===== src/rtl/debounce_timer_arbiter.sv =====
// Four-channel push-button debouncer. One 16-bit lockout timer is shared
// round-robin among the channels, each of which settles its press and release.
module debounce_timer_arbiter #(
  parameter int unsigned DELAY_CYCLES = 40000
) (
  input  logic       clk5,
  input  logic       reset,
  input  logic [3:0] raw,
  output logic [3:0] clean,
  output logic [3:0] held,
  output logic       timer_busy,
  output logic [1:0] grant_id
);

  localparam logic [15:0] LAST_COUNT = 16'(DELAY_CYCLES - 1);

  typedef enum logic [1:0] {
    CH_IDLE,
    CH_REQ_P,
    CH_HELD,
    CH_REQ_R
  } ch_state_t;

  typedef enum logic {
    T_IDLE,
    T_RUN
  } arb_state_t;

  logic [3:0] sync1;
  logic [3:0] sraw;

  ch_state_t  ch_state [4];
  ch_state_t  ch_next  [4];
  logic [3:0] clean_next;
  logic [3:0] req;
  logic [3:0] done;

  arb_state_t arb_state;
  arb_state_t arb_next;
  logic [15:0] count;
  logic [1:0]  last_grant;
  logic [1:0]  pick;
  logic        pick_valid;

  // Two-flop synchronizer; nothing downstream ever looks at raw directly.
  // NOTE: every clocked register uses <= so all flops sample pre-edge values
  // and the synchronizer stages really are two distinct cycles apart.
  always_ff @(posedge clk5) begin
    if (reset) begin
      sync1 <= '0;
      sraw  <= '0;
    end else begin
      sync1 <= raw;
      sraw  <= sync1;
    end
  end

  // Per-channel next state. A channel stops requesting once it owns the timer.
  // NOTE: all outputs of this block get a default before the case so no
  // path through it leaves a value unassigned and infers a latch.
  always_comb begin
    clean_next = '0;
    req        = '0;
    held       = '0;
    for (int i = 0; i < 4; i++) begin
      ch_next[i] = ch_state[i];
      unique case (ch_state[i])
        CH_IDLE: begin
          if (sraw[i]) begin
            ch_next[i]    = CH_REQ_P;
            clean_next[i] = 1'b1;
          end
        end
        CH_REQ_P: begin
          req[i] = !(timer_busy && grant_id == 2'(i));
          if (done[i]) ch_next[i] = CH_HELD;
        end
        CH_HELD: begin
          held[i] = 1'b1;
          if (!sraw[i]) ch_next[i] = CH_REQ_R;
        end
        CH_REQ_R: begin
          req[i] = !(timer_busy && grant_id == 2'(i));
          if (done[i]) ch_next[i] = CH_IDLE;
        end
        default: ch_next[i] = CH_IDLE;
      endcase
    end
  end

  // NOTE: reset is synchronous and covers every state register and the
  // counter, so a reset mid-lockout simply abandons the lockout.
  always_ff @(posedge clk5) begin
    if (reset) begin
      for (int i = 0; i < 4; i++) ch_state[i] <= CH_IDLE;
      clean <= '0;
    end else begin
      for (int i = 0; i < 4; i++) ch_state[i] <= ch_next[i];
      clean <= clean_next;
    end
  end

  // Round-robin pick: search last_grant+1 .. last_grant+4, first hit wins.
  always_comb begin
    pick       = last_grant;
    pick_valid = 1'b0;
    for (int k = 1; k <= 4; k++) begin
      if (!pick_valid && req[last_grant + 2'(k)]) begin
        pick       = last_grant + 2'(k);
        pick_valid = 1'b1;
      end
    end
  end

  always_comb begin
    arb_next = arb_state;
    done     = '0;
    unique case (arb_state)
      T_IDLE: begin
        if (pick_valid) arb_next = T_RUN;
      end
      T_RUN: begin
        if (count == LAST_COUNT) begin
          arb_next       = T_IDLE;
          done[grant_id] = 1'b1;
        end
      end
      default: arb_next = T_IDLE;
    endcase
  end

  always_ff @(posedge clk5) begin
    if (reset) begin
      arb_state  <= T_IDLE;
      count      <= '0;
      last_grant <= 2'd3;
      grant_id   <= 2'd0;
    end else begin
      arb_state <= arb_next;
      if (arb_state == T_IDLE && pick_valid) begin
        grant_id   <= pick;
        last_grant <= pick;
        count      <= '0;
      end else if (arb_state == T_RUN) begin
        count <= (count == LAST_COUNT) ? '0 : count + 16'd1;
      end
    end
  end

  assign timer_busy = (arb_state == T_RUN);

endmodule


===== config.mk =====
export PLATFORM = sky130hd
export DESIGN_NAME = debounce_timer_arbiter
export DESIGN_NICKNAME = d
export VERILOG_FILES = /design/src/rtl/debounce_timer_arbiter.sv
export SDC_FILE = /design/constraint.sdc
export NUM_CORES = 1
export LEC_CHECK = 0
export CORE_MARGIN = 5
export CORE_UTILIZATION = 58
export CTS_CLUSTER_SIZE = 28
export DETAILED_ROUTE_END_ITERATION = 10
export GPL_ROUTABILITY_DRIVEN = 0
export PLACE_DENSITY_LB_ADDON = 0.12
export SYNTH_ARGS = -nofsm -noshare
export SYNTH_HDL_FRONTEND = slang
export SYNTH_SLANG_ARGS = --single-unit

===== constraint.sdc =====
create_clock -name clk5 -period 2.48 [get_ports clk5]
set_clock_uncertainty 0.2 [all_clocks]
set_input_delay 0.248 -clock clk5 [delete_from_list [all_inputs] [get_ports clk5]]
set_output_delay 0.248 -clock clk5 [all_outputs]
set_load 0.05 [all_outputs]

Word-level counts from Yosys, hierarchy flattened:

Memory sizes are Yosys's and may differ from the RTL's.
Index checks and enable logic that the tools add are counted.

* bits in registers: 33
* memory bits (writable): 8
* bits of input ports: 6
* output and inout bits: 11
* logic and storage cells: 139
* memories kept: 1

Memories
* ch_state: words 4, bits a word 2, rd ports 4, clocked after memory_dff 0, wr ports 4, RTL line 32 `ch_state_t ch_state [4];`

* add/sub/neg operators: 4
* magnitude comparators: 6
* equal/unequal tests: 16
* muxes and demuxes: 63
* bitwise operators: 9
* reduce and logical (&&, ||, !) cells: 30

Operator list (count)
* $mux 2: 24
* $pmux 2 s4: 4
* $mux 1: 26
* $eq 2x2->1 const B: 10
* $reduce_or 2->1: 9
* $add 16x1->16 const B: 1
* $eq 16x16->1 const B: 1
* $mux 16: 1
* $lt 2x3->1 const B: 5
* $eq 2x1->1 const B: 5
* $logic_not 2->1: 5
* $logic_and 1x1->1: 9
* $bmux 1 s2: 4
* $mux 4: 2
* $logic_not 1->1: 7
* $not 1->1: 5
* $add 2x2->2 const B: 2
* $or 1x1->1: 4
* $add 2x1->2 const B: 1
* $demux 1 s2: 1
* $ge 2x1->1 const B: 1
* $pmux 1 s2: 1

Logic depth before layout (Yosys ltp):

* depth after elaboration: 18
* mapped depth: 8
* mapped depth without buffers: 7

Least setup slack after synthesis:

No wires, ideal clock.

* path kind: register to register
* from: register grant_id[1]
* to: register count[5]
* library setup time: 131 ps
* arrival time: 2022 ps
* data required time: 2149 ps
* slack: 128 ps
* cell stages (with the launch flop): 7
* path buffers: 1
* clock period less this slack: 2352 ps
* path through: dfxtp_1 and3b_1 or2_2 a41o_1 nand2b_1 clkbuf_1 o22ai_1

* word-level cells in the longest chain between the ends: 18
* elaborated cells on any way between the ends: 36
* classes of those cells: eq/ne (3); mux (16); reduce/logical (17)

RTL lines
* start: declaration: RTL line 12 `output logic [1:0] grant_id`
* start signal: assignment: RTL line 141 `grant_id <= pick;`
* $eq 2x1->1 (tied with other cells): RTL line 75, 83
* $logic_and 1x1->1: RTL line 75, 83
* $logic_not 1->1: RTL line 75, 83
* $mux 1
* $bmux 1 s2: RTL line 108 `if (!pick_valid && req[last_grant + 2'(k)]) begin`
* $mux 1 (implied by the code): RTL line 108
* $mux 1: RTL line 108
* $logic_not 1->1: RTL line 108
* [2 not listed]
* $logic_not 1->1: RTL line 108
* $logic_and 1x1->1: RTL line 108
* $mux 1: RTL line 108
* $logic_not 1->1: RTL line 108
* $logic_and 1x1->1: RTL line 108
* $mux 1 (*): RTL line 108
* $logic_and 1x1->1 (*): RTL line 140 `if (arb_state == T_IDLE && pick_valid) begin`
* $reduce_or 2->1 (no source line) (*)
* end signal: assignment: RTL line 145 `count <= (count == LAST_COUNT) ? '0 : count + 16'd1;`
* end: declaration: RTL line 40 `logic [15:0] count;`

Mark *: on every way between the ends. The rest lies on a longest branch, timed or not. The select of a mux whose other input is x is not followed.
A chain may end at the register's enable or synchronous reset.

Worst setup path in the final report:

* from: register arb_state (netlist: timer_busy)
* to: output timer_busy

RTL lines
* start: declaration: RTL line 38 `arb_state_t arb_state;`
* start signal: assignment: RTL line 139 `arb_state <= arb_next;`
* end: declaration: RTL line 11 `output logic timer_busy,`

No word-level cell between the ends.

==> results.cfg <==
[outcome]
status = finished clean

[sta]
max_freq_mhz = 440
rsz0062_at_grt = false
hold_slack_ns = 0.239
setup_viol = 0
relSlewSlack_pct = 62.5
drv_slew = 0
setup_slack_ns = 0.207
finalCritPeriodShare_pct = 91.7
fin_tns_setup_ns = 0
worst_pin_slew_ns = 0.563
hold_violations = 0
period_minus_slack_ns = 2.27

[logic_synthesis]
synth_area_leaders = dfxtp_1, ha_1, nor2_1
yosys_register_bits = 41
async_reset_ff_share_pct = 0
synth_enable_flop_cells = 0
synth_top_area_share_pct = 37.4
synth-main-ff-cell = dfxtp_1
synth_fp_nets = 277
syn_area_sq_um = 2190
synth_largest_area_cell = dfxtp_1
yosysSeqAreaShare_pct = 37.4
syn_inst = 250
synth_cell_type_count = 48
synth.avg_cell_area_sq_um = 8.77
ys.warnings.count = 0

[cts]
clk_pin_slew_ns = 0.08
cts_root_buffer = clkbuf_8
clock_latency_ns = 0.30
htreeDepth = 2
clk_path_buf_depth = 2
cts_made_buffers = 5
cts_tree = built
post_cts_buffers = 0
cts_resized = 0
cts.sinks = 41
cts_hold_buffers = 0

[layout]
final_common_cell = dfxtp_1
layout_common_cells = dfxtp_1, nor2_1, ha_1, clkdlybuf4s50_1, nand2_1
final_nets = 303
post-route-util_pct = 70.0
fillers = 312
antenna_cells = 0
area_growth_pct = 16.8
drive_gt1_share_pct = 10.1

[critical_path]
crit_slowest_cell = clkdlybuf4s50_1
start_kind = flip-flop
cp_num_buf_inv = 2
crit_path_end_kind = output port
cp.required_ns = 2.03
crit_path_cell_trace = buf_4 > clkdlybuf4s50_1
path_class = flip-flop to output port
crit_family = buffers and inverters
r2r_setup_slack_ns = 0.21
r2r-end = count[11]
max_stage_delay_ns = 0.85
r2r_start = ch_state[3][1]
startpoint = timer_busy
cp.arrival_ns = 1.83
cp_max_fo = 23
r2r_cells = 7

[floorplan]
die_area_sq_um = 5110
fp.dieW_um = 71.5
num_rows = 22
initial_core_util_pct = 59.9
chipHeight_um = 71.5
fp.coreArea_sq_um = 3660
io_pins = 17

[route]
route.vias.total = 1811
drt-vias-per-instance = 5.57
drcViolationCount = 0
antenna_left = 0
drt_iter0_markers = 150
drt_wl_total_um = 4390
routedWlPerCell_um = 13.5
dr.pass1.iters = 4

[grt]
gr-total-overflow = 0
antenna_found_initial = 0
grt_max_degree = 24
first_global_vias = 1702
grt_first_pass_wirelength_um = 7800
grt_use_total_pct = 18.6

[pwr]
leakagePower_nw = 1.05
vdd_ir_drop_max_uv = 748
power_frac_comb_pct = 45.4
internal-power_w = 0.00147
total_power_w = 0.00245
p_sw_share_pct = 39.9
power_density_nw_per_um2 = 958
clkPwrFrac_pct = 19.8
p_switching_w = 0.000980
pwr-share-seq_pct = 34.8

[worst_hold_path]
worstHoldEndpoint = sraw[0]
hold_depth = 1
hp-class = flip-flop to flip-flop
hp-start = sync1[0]

[place]
hpwl_um = 3220
numPortBuffers = 16
dpl_worst_slack_ns = 0.224

[job]
drv_cap = 0
[routing by layer]
metal,up-vias,global-route usage (%),routed length [um]
met5,-,0,0
met4,0,5.01,53
met3,6,4.35,176
met2,38,30.0,1980
met1,829,25.0,2190
li1,938,-,-
[power groups by stage]
stage	clock, W	combinational (W)	sequential (W)
final	0.000485	0.00111	0.000855
after global placement	0	0.00108	0.000865
after detailed placement	0	0.00110	0.000868
after floorplan	0	0.000736	0.000921
after CTS	0.000500	0.00111	0.000853
after global routing	0.000532	0.00123	0.000873
[metrics by stage]
step                      std cells  cell area [sq um]
after CTS                       325               2560
after global routing            325               2560
after floorplan                 250               2190
final                           325               2560
after global placement          317               2460
after detailed placement        317               2460
[worst max path at each step]
stage                       endpoint  cells after the start
after floorplan             count[5]                      6
after global placement      count[5]                      7
after detailed placement   count[11]                      7
after CTS                    held[2]                      3
after global routing       count[14]                      7
final                     timer_busy                      2
[worst register-to-register path: stages, from the launching register on]
cell	delay, ns
dfxtp_1	0.35
inv_1	0.11
ha_1	0.18
nor2_1	0.06
or2_2	0.33
a41o_1	0.30
nand2b_1	0.43
o21ai_0	0.17
[final cells by class]
type,instances,area (sq um),area share (%)
Clock buffer,7,96.3,3.76
Tap cell,48,60.1,2.34
Inverter,10,37.5,1.47
Multi-Input combinational cell,192,1310,51.0
Timing Repair Buffer,26,235,9.18
Clock inverter,1,5.00,0.195
Sequential cell,41,821,32.0
[synthesized netlist by cell type, types with 7 or more instances]
cell type / number
dfxtp_1: 41
nor2_1: 35
ha_1: 21
nand2_1: 15
a21oi_1: 11
inv_1: 10
a211oi_1: 8
nor2b_1: 8
o21ai_0: 8
nand3_1: 7
[logic make-up (layout without fill, tap and decap cells)]
logic type	after synthesis	in the layout	share of synthesized area, %
buffers and inverters	17	44	2.97
XOR/XNOR	7	7	2.80
AO/OA/AOI/OAI	45	45	13.9
multiplexers	6	6	2.74
adder cells (fa/ha/maj)	21	21	12.0
AND/OR/NAND/NOR	113	113	28.1
flip-flops	41	41	37.4
[sequential cells by signal, indices dropped and copies added (netlist names)]
signal      flops
count          16
ch_state        8
clean           4
sraw            4
sync1           4
grant_id        2
last_grant      2
timer_busy      1
Power figures use the tool's default switching activity.
